===== src/rtl/uart_receiver.sv =====
// UART receive stage: 8N1 frames recovered from an oversampled serial line.
// Each good byte is presented with a one-cycle done strobe; a low stop bit gives frame_err.
module uart_receiver #(
  parameter int OVERSAMPLE = 16
) (
  input  logic       clk,
  input  logic       rst,
  input  logic       en,
  input  logic       in,
  output logic [7:0] data_out,
  output logic       busy,
  output logic       done,
  output logic       frame_err,
  output logic [1:0] state_o
);

  localparam int TW = $clog2(OVERSAMPLE);
  localparam logic [TW-1:0] TICK_MID = TW'(OVERSAMPLE / 2 - 1);
  localparam logic [TW-1:0] TICK_END = TW'(OVERSAMPLE - 1);

  typedef enum logic [1:0] {IDLE, START, DATA, STOP} state_t;

  state_t        state_q, state_d;
  logic [TW-1:0] tick_q, tick_d;
  logic [2:0]    bit_q, bit_d;
  logic [7:0]    shift_q, shift_d;
  logic [7:0]    data_q, data_d;
  logic          done_q, done_d;
  logic          ferr_q, ferr_d;
  logic          sync1_q, rx_q, prev_q;
  logic          rx;

  assign rx = rx_q;

  // prev_q advances on ticks only, so a falling edge is never lost between sparse ticks.
  always_ff @(posedge clk or posedge rst) begin
    if (rst) begin
      sync1_q <= 1'b1;
      rx_q    <= 1'b1;
      prev_q  <= 1'b1;
    end else begin
      sync1_q <= in;
      rx_q    <= sync1_q;
      if (en) prev_q <= rx_q;
    end
  end

  always_ff @(posedge clk or posedge rst) begin
    if (rst) begin
      state_q <= IDLE;
      tick_q  <= '0;
      bit_q   <= '0;
      shift_q <= '0;
      data_q  <= '0;
      done_q  <= 1'b0;
      ferr_q  <= 1'b0;
    end else begin
      state_q <= state_d;
      tick_q  <= tick_d;
      bit_q   <= bit_d;
      shift_q <= shift_d;
      data_q  <= data_d;
      done_q  <= done_d;
      ferr_q  <= ferr_d;
    end
  end

  always_comb begin
    state_d = state_q;
    tick_d  = tick_q;
    bit_d   = bit_q;
    shift_d = shift_q;
    data_d  = data_q;
    done_d  = 1'b0;
    ferr_d  = 1'b0;
    if (en) begin
      case (state_q)
        IDLE: begin
          if (prev_q && !rx) begin
            tick_d  = '0;
            state_d = START;
          end
        end
        START: begin
          if (tick_q == TICK_MID) begin
            if (!rx) begin
              tick_d  = '0;
              bit_d   = '0;
              state_d = DATA;
            end else begin
              state_d = IDLE;
            end
          end else begin
            tick_d = tick_q + 1'b1;
          end
        end
        DATA: begin
          if (tick_q == TICK_END) begin
            tick_d  = '0;
            shift_d = {rx, shift_q[7:1]};
            bit_d   = bit_q + 3'd1;
            if (bit_q == 3'd7) state_d = STOP;
          end else begin
            tick_d = tick_q + 1'b1;
          end
        end
        STOP: begin
          if (tick_q == TICK_END) begin
            tick_d  = '0;
            state_d = IDLE;
            if (rx) begin
              data_d = shift_q;
              done_d = 1'b1;
            end else begin
              ferr_d = 1'b1;
            end
          end else begin
            tick_d = tick_q + 1'b1;
          end
        end
        default: state_d = IDLE;
      endcase
    end
  end

  assign data_out  = data_q;
  assign busy      = (state_q != IDLE);
  assign done      = done_q;
  assign frame_err = ferr_q;
  assign state_o   = state_q;

endmodule


===== config.mk =====
export PLATFORM = sky130hd
export DESIGN_NAME = uart_receiver
export DESIGN_NICKNAME = d
export VERILOG_FILES = /design/src/rtl/uart_receiver.sv
export SDC_FILE = /design/constraint.sdc
export NUM_CORES = 1
export LEC_CHECK = 0
export ABC_CLOCK_PERIOD_IN_PS = 2100
export CAP_MARGIN = 20
export CORE_MARGIN = 10
export CORE_UTILIZATION = 55
export CTS_BUF_LIST = sky130_fd_sc_hd__clkbuf_8
export DETAILED_ROUTE_END_ITERATION = 8
export PLACE_DENSITY = 0.78
export SKIP_CTS_REPAIR_TIMING = 1
export SYNTH_ARGS = -nofsm -noshare
export SYNTH_HDL_FRONTEND = slang
export SYNTH_SLANG_ARGS = --single-unit

===== constraint.sdc =====
create_clock -name clk -period 2.1 [get_ports clk]
set_input_delay 0.63 -clock clk [delete_from_list [all_inputs] [get_ports clk]]
set_output_delay 0.63 -clock clk [all_outputs]
set_load 0.01 [all_outputs]

; After elaboration in Yosys (flattened, before gate mapping)
; Cells that the tools add are included.
[word_totals]
word_cells = 60
output_inout_bits = 13
ff_bits = 30
[op_classes]
n_mux = 24
n_addsub = 2
n_eq_ne = 13
n_reduce_logical = 11
[ops]
columns = cell, count
row1 = 2-to-1 mux 4 bit, 4
row2 = 2-to-1 mux 2 bit, 6
row3 = "inequality test 2 bit, second input constant", 6
row4 = case mux 4 bit (3 select lines), 1
row5 = 2-to-1 mux 3 bit, 3
row6 = 2-to-1 mux 1 bit, 8
row7 = case mux 2 bit (4 select lines), 1
row8 = case mux 3 bit (2 select lines), 1
row9 = AND reduction 3 bit, 2
row10 = AND reduction 6 bit, 1
row11 = AND reduction 5 bit, 1
row12 = "adder 4 x 1 -> 4 bit, second input constant", 1
row13 = "== test 2 bit, second input constant", 2
row14 = "== test 4 x 3 -> 1 bit, second input constant", 1
row15 = "== test 4 bit, second input constant", 1
row16 = AND reduction 4 bit, 1
row17 = nonzero test 2 bit, 2
row18 = "adder 3 x 1 -> 3 bit, second input constant", 1
row19 = "== test 3 bit, second input constant", 1
row20 = "inequality test 3 bit, second input constant", 1
row21 = "== test 2 x 1 -> 1 bit, second input constant", 1
row22 = logical NOT 2 bit, 1
row23 = OR reduction 2 bit, 1
row24 = logical AND 1 bit, 1
row25 = logical NOT 1 bit, 1

; Depth between registers and ports, before layout
; Gate-level depths: netlist (run 1).
[logic_depth]
depth_word = 4
ltp_mapped = 6

; Worst setup path before layout (run 1)
; OpenSTA, ideal clock, no wires.
[synth_path]
kind = flip-flop to flip-flop
from = register tick_q[0]
to = register shift_q[0]
arrival_time_ps = 1537
synth_period_minus_slack_ps = 1662
stages_incl_launch_ff = 6
setup_slack_ps = 438
path_cell_list = dfrtp_1 > ha_1 > nand3_4 > nor4b_4 > buf_6 > mux2_2
[synth_between]
elab_chain_cells = 2
[synth_rtl]
columns = item, line
row1 = start: declaration, 24  ; logic [TW-1:0] tick_q, tick_d;
row2 = start signal: assignment, 59  ; tick_q <= tick_d;
row3 = == test 4 bit, 98  ; if (tick_q == TICK_END) begin
row4 = AND reduction 3 bit (no source line), --
row5 = end signal: assignment, 61  ; shift_q <= shift_d;
row6 = end: declaration, 26  ; logic [7:0] shift_q, shift_d;
; No other way between the ends.
; A chain may end at the register's enable or synchronous reset.

; Final worst setup path (run 1)
[layout_path]
from = register state_q[0], in the netlist state_o[0]
to = output port state_o[0]
[layout_lines]
columns = item, line
row1 = start: declaration, 23  ; state_t state_q, state_d;
row2 = start signal: assignment, 58  ; state_q <= state_d;
row3 = end: declaration, 14  ; output logic [1:0] state_o
; No word-level cell between the ends.

==> out/metrics.cfg, run 1 <==
[run_status]
run_status = completed

[clock_network]
cts_made_buffers = 5
tritoncts = built
cts_root_buf = clkbuf_8
clock-sinks = 30
htreeDepth = 2
clk_latency_ns = 0.28
path_clk_slew_ns = 0.07
clk_path_buf_depth = 2

[worst_setup_path]
cp-startpoint = state_o[0]
required_ns = 1.47
arrival_ns = 1.42
cp_max_fo = 9
worstSetupStartpointType = register
critical_path_class = register to output port
reg2reg_slack_ns = 0.39
ff2ff_path_depth = 5
rr_startpoint = tick_q[0]
cp-end-kind = output port

[route]
wl_um = 2600
ant_nets = 0
vias = 879
via_per_inst = 5.60
dr.pass1.iters = 4
drcViolationCount = 0
wl_per_cell_um = 16.6
drt_iter0_drc = 107

[timing]
fmax_ghz = 0.488
setup_viol = 0
fin_crit_ns = 2.05
tightestPinTransition_ns = 0.393
timing_hold_violations_final = 0
skew_ns = 0.00797
slew_violations = 0
relSlewSlack = 0.738
period_share = 0.977
rsz0062_at_grt = false

[synthesis]
yosysMostFrequentCell = dfrtp_1
synth.top_cell.area_share = 0.513
seq_area_frac_synth = 0.573
synthFlopType = dfrtp_1
synth_commonest_cells = dfrtp_1, mux2_2, nand2_1
syn_area_per_cell_um2 = 13.2
ys_seq_elements = 30
ys_warn_count = 0
syn-num-nets = 107
syn_inst = 100
synth_edf_count = 0
ys_types = 32
async_reset_ff_frac = 1.00
ys_top_cells_by_area = dfrtp_1, mux2_2, dfstp_2, ha_1, nand2_1
synthesis.area_um2 = 1320
synth_top_area_cell = dfrtp_1

[grt]
grt_pass1_wl_um = 4180
grt_use_total = 0.119
grt_pass1_vias = 917
antenna_found_initial = 0
grt-ovfl-total = 0
grt_max_degree = 31

[hold_path]
hold_path_class = register to register
worstHoldStart = sync1_q
holdPathStages = 0

[die]
pin_count = 17
die_h_um = 68.9
design.core.area_um2 = 2250
num_rows = 17
start_util = 0.584
die_area_um2 = 4750
fp.dieW_um = 68.9

[finish]
num-nets-final = 135
final_area_um2 = 1670
drive_gt1_frac = 0.349
areaGrowthSynthToFinish_pct = 26.7
antenna_cells = 0
finish.utilization = 0.740
final_cells = 157

[placement]
io_buffers = 16
gp_congestion = 0.802
dp_hpwl_um = 1820
postPlaceCellArea_um2 = 1570
dp_cells = 149

[flow_run]
maxCapViolations = 0

[power]
peakVddDrop_mv = 0.866
p_leak_uw = 0.000775
cellPowerDensity_nw_per_um2 = 973

metal layers:
layer  part of all wire  global-route usage  wire length [µm]  vias up
met4              0.023              0.0591                59        0
li1                   -                   -                 -      414
met3              0.067              0.0499               175        5
met2               0.51               0.197              1320       20
met5                  0                   0                 0        -
met1               0.40               0.127              1050      440
path summary, 6_finish.rpt:
path	end
setup / recovery	state_o[0]
hold / removal	rx
setup reg to reg	shift_q[3]
hold reg to reg	rx
max in group asynchronous	sync1_q
min in group asynchronous	data_out[1]
registers in the layout, summed over array words and instances, names as in the netlist, named ones only:
| signal | count |
|---|---|
| sync1_q | 1 |
| done | 1 |
| state_o | 1 |
| shift_q | 8 |
| frame_err | 1 |
| prev_q | 1 |
| bit_q | 3 |
| rx | 1 |
| tick_q | 4 |
| data_out | 8 |
cell usage in the layout (no fill, tap or decap), types with 2 or more instances in the layout:
cell type,instances
nand2b_1,3
nor3_1,2
clkbuf_8,6
nand2_1,7
a21oi_1,3
buf_4,8
o21ai_0,4
mux2_2,18
a22o_1,2
dfrtp_1,27
clkdlybuf4s50_1,16
inv_1,3
nor2_1,3
ha_1,3
dfstp_2,3
final cells by class:
| cell class | count | area [µm²] |
|---|---|---|
| clock buffer | 6 | 82.6 |
| fill | 173 | 587 |
| multi-input combinational | 63 | 532 |
| sequential | 30 | 754 |
| tap | 28 | 35.0 |
| inverter | 3 | 11.3 |
| timing repair buffer | 25 | 240 |
| clock inverter | 2 | 12.5 |
stage by stage:
step                      hold WS, ns  power, µW  setup slack (ns)  setup TNS (ns)
after floorplan                 0.345        998             0.438               0
after global placement          0.346       1110           -0.0681          -0.689
after detailed placement        0.355       1140           -0.0987           -1.10
after CTS                       0.364       1620           -0.0670         -0.0670
after global routing            0.369       1710        0.00000977               0
final                           0.365       1620            0.0493               0
power by group:
part	internal (µW)	total [µW]	leakage, µW	switching [µW]
clock	263	482	0.0000472	219
sequential	643	721	0.000396	77.7
combinational	192	421	0.000331	229
total	1100	1620	0.000775	525
worst max-delay path: stages, from the launching register on:
cell and delay, ns:
dfrtp_1 0.39, buf_4 0.19, clkdlybuf4s50_1 0.55
cell families (layout without fill, tap and decap cells):
logic type / after synthesis / after routing / synth area share
buf+inv: 7 / 36 / 0.0285
xor+xnor: 1 / 1 / 0.00666
simple gates: 24 / 24 / 0.121
flops: 30 / 30 / 0.573
compound gates: 17 / 17 / 0.0884
mux: 18 / 18 / 0.154
fa+ha+maj: 3 / 3 / 0.0285
(Power assumes the default switching activity.)
==> run 2: changes to the inputs <==
CAP_MARGIN = default   (was 20)
==> results of run 2 <==
The final DEF is identical to that of run 1; final timing and power are the same.
==> run 3: changes to the inputs <==
REMOVE_ABC_BUFFERS = 1   (was default)
==> run 3 against run 2 <==
- combinational power rose by 3%
- sequential share of layout area fell by 0.47 points
- via count fell by 0.34%
- clock power rose by 14%
- non-clock buffer count did not move
- critical path type unchanged
- critical endpoint is now state_o[1]
==> out/metrics.cfg, run 3 (synthesis results as in run 1) <==
[worst_setup_path]
max_stage_delay_ns = 0.55  ; about the same
worstSetupStartpointType = register
path_buf_inv = 2  ; unchanged
cp_max_fo = 10  ; +1
critPathSlowestCell = clkdlybuf4s50_1
crit_family = buffers and inverters
arrival_ns = 1.42  ; about the same
rr_startpoint = tick_q[0]
crit_chain = buf_4 > clkdlybuf4s50_1
critical_path_class = register to output port
cp-end-kind = output port
required_ns = 1.47  ; about the same

[clock_network]
clock-sinks = 30  ; unchanged
htreeDepth = 2  ; unchanged
tritoncts = built
cts_made_buffers = 5  ; unchanged
path_clk_slew_ns = 0.06  ; about the same
clk_path_buf_depth = 2  ; unchanged
clk_latency_ns = 0.28  ; about the same
cts_root_buf = clkbuf_8

[placement]
postPlaceCellArea_um2 = 1570  ; unchanged
dp_hpwl_um = 1720  ; -5.5%
io_buffers = 16  ; unchanged
gp_congestion = 0.805  ; +0.34%
dp_cells = 149  ; unchanged

[route]
vias = 876  ; -0.34%
wl_um = 2530  ; -2.6%
drcViolationCount = 0  ; unchanged
drt_iter0_drc = 47  ; -56%
via_per_inst = 5.58  ; -0.34%
ant_nets = 0  ; unchanged
wl_per_cell_um = 16.1  ; -2.6%
dr.pass1.iters = 4  ; unchanged

[grt]
grt_pass1_vias = 899  ; -2.0%
grt_use_total = 0.119  ; about the same
grt_pass1_wl_um = 4130  ; -1.3%
grt-ovfl-total = 0  ; unchanged
grt_max_degree = 31  ; unchanged
antenna_found_initial = 0  ; unchanged

[finish]
finish.utilization = 0.748  ; +0.00777
layout_common_cells = dfrtp_1, mux2_2, clkdlybuf4s50_1
register_area_um2 = 754  ; unchanged
multi_input_area_um2 = 532  ; unchanged
num-nets-final = 135  ; unchanged
antenna_cells = 0  ; unchanged
layout_commonest_cell = dfrtp_1
areaGrowthSynthToFinish_pct = 28.0
final_cells = 157  ; unchanged
drive_gt1_frac = 0.333  ; -0.0155
final_area_um2 = 1690  ; +1.1%
num-fill-cells = 157  ; -9.2%

[power]
p_leak_uw = 0.000791  ; +2.1%
switching_power_uw = 530  ; +0.81%
sequentialPowerShare = 0.424  ; -0.020
comb_power_share = 0.254  ; -0.005
swShare = 0.309  ; -0.0144
power.total_uw = 1710  ; +5.5%
pwr-share-clk = 0.322  ; +0.025
cellPowerDensity_nw_per_um2 = 1020  ; +4.4%
p_int_uw = 1180  ; +7.7%
peakVddDrop_mv = 1.12  ; +29%

[timing]
rsz0062_at_grt = false
setup_viol = 0  ; unchanged
skew_ns = 0.00621  ; -0.00177 ns
whs_ns = 0.357  ; -0.00814 ns
slew_violations = 0  ; unchanged
tightestPinTransition_ns = 0.412  ; +0.0193 ns
fmax_ghz = 0.488  ; about the same
relSlewSlack = 0.725  ; -0.0129
timing_hold_violations_final = 0  ; unchanged
period_share = 0.976  ; about the same
fin_crit_ns = 2.05  ; -0.000577 ns

[hold_path]
hold_path_class = register to register
worstHoldStart = sync1_q

[die]
fp.dieW_um = 68.9  ; unchanged
pin_count = 17  ; unchanged
num_rows = 17  ; unchanged
start_util = 0.584  ; unchanged
design.core.area_um2 = 2250  ; unchanged
die_area_um2 = 4750  ; unchanged
die_h_um = 68.9  ; unchanged

[run_status]
run_status = completed

[flow_run]
maxCapViolations = 0  ; unchanged

[run 3: cell type report]
type / instances / share of cell area
inverter: 3 / 0.00668
multi-input combinational: 63 / 0.316
tap: 28 / 0.0208
clock buffer: 5 / 0.0408
timing repair buffer: 25 / 0.146
clock inverter: 3 / 0.0223
sequential: 30 / 0.448
[run 3: power by group through the flow]
stage	Combinational, µW	Clock [µW]	Sequential [µW]
final	435	551	726
after global routing	472	596	732
after CTS	429	564	714
after detailed placement	419	0	719
after global placement	398	0	714
after floorplan	231	0	745
[run 3: worst paths after layout]
path                         endpoint  slack (ns)  depth (start not counted)
hold reg to reg                    rx        0.36                          0
setup reg to reg           shift_q[7]        0.38                          5
max in group asynchronous     sync1_q        1.06                          3
setup / recovery           state_o[1]        0.05                          2
hold / removal                     rx        0.36                          0
min in group asynchronous        done        0.72                          3
[run 3: metal layers]
| layer | vias to the layer above | track usage | routed length (µm) |
|---|---|---|---|
| met5 | - | 0 | 0 |
| met3 | 5 | 0.0644 | 196 |
| met4 | 0 | 0.0591 | 36 |
| met2 | 20 | 0.174 | 1180 |
| met1 | 436 | 0.139 | 1120 |
| li1 | 415 | - | - |
[run 3: per-stage QoR]
step,setup slack [ns],TNS [ns]
after CTS,-0.0778,-0.0778
after floorplan,0.300,0
after detailed placement,-0.0856,-0.876
after global placement,-0.0648,-0.599
after global routing,0.00941,0
final,0.0499,0
[run 3: worst reg2reg max path: stages, from the launching register on]
cell	delay [ns]
dfrtp_1	0.39
ha_1	0.30
nand3_4	0.15
nor4b_4	0.22
buf_4	0.21
mux2_2	0.35
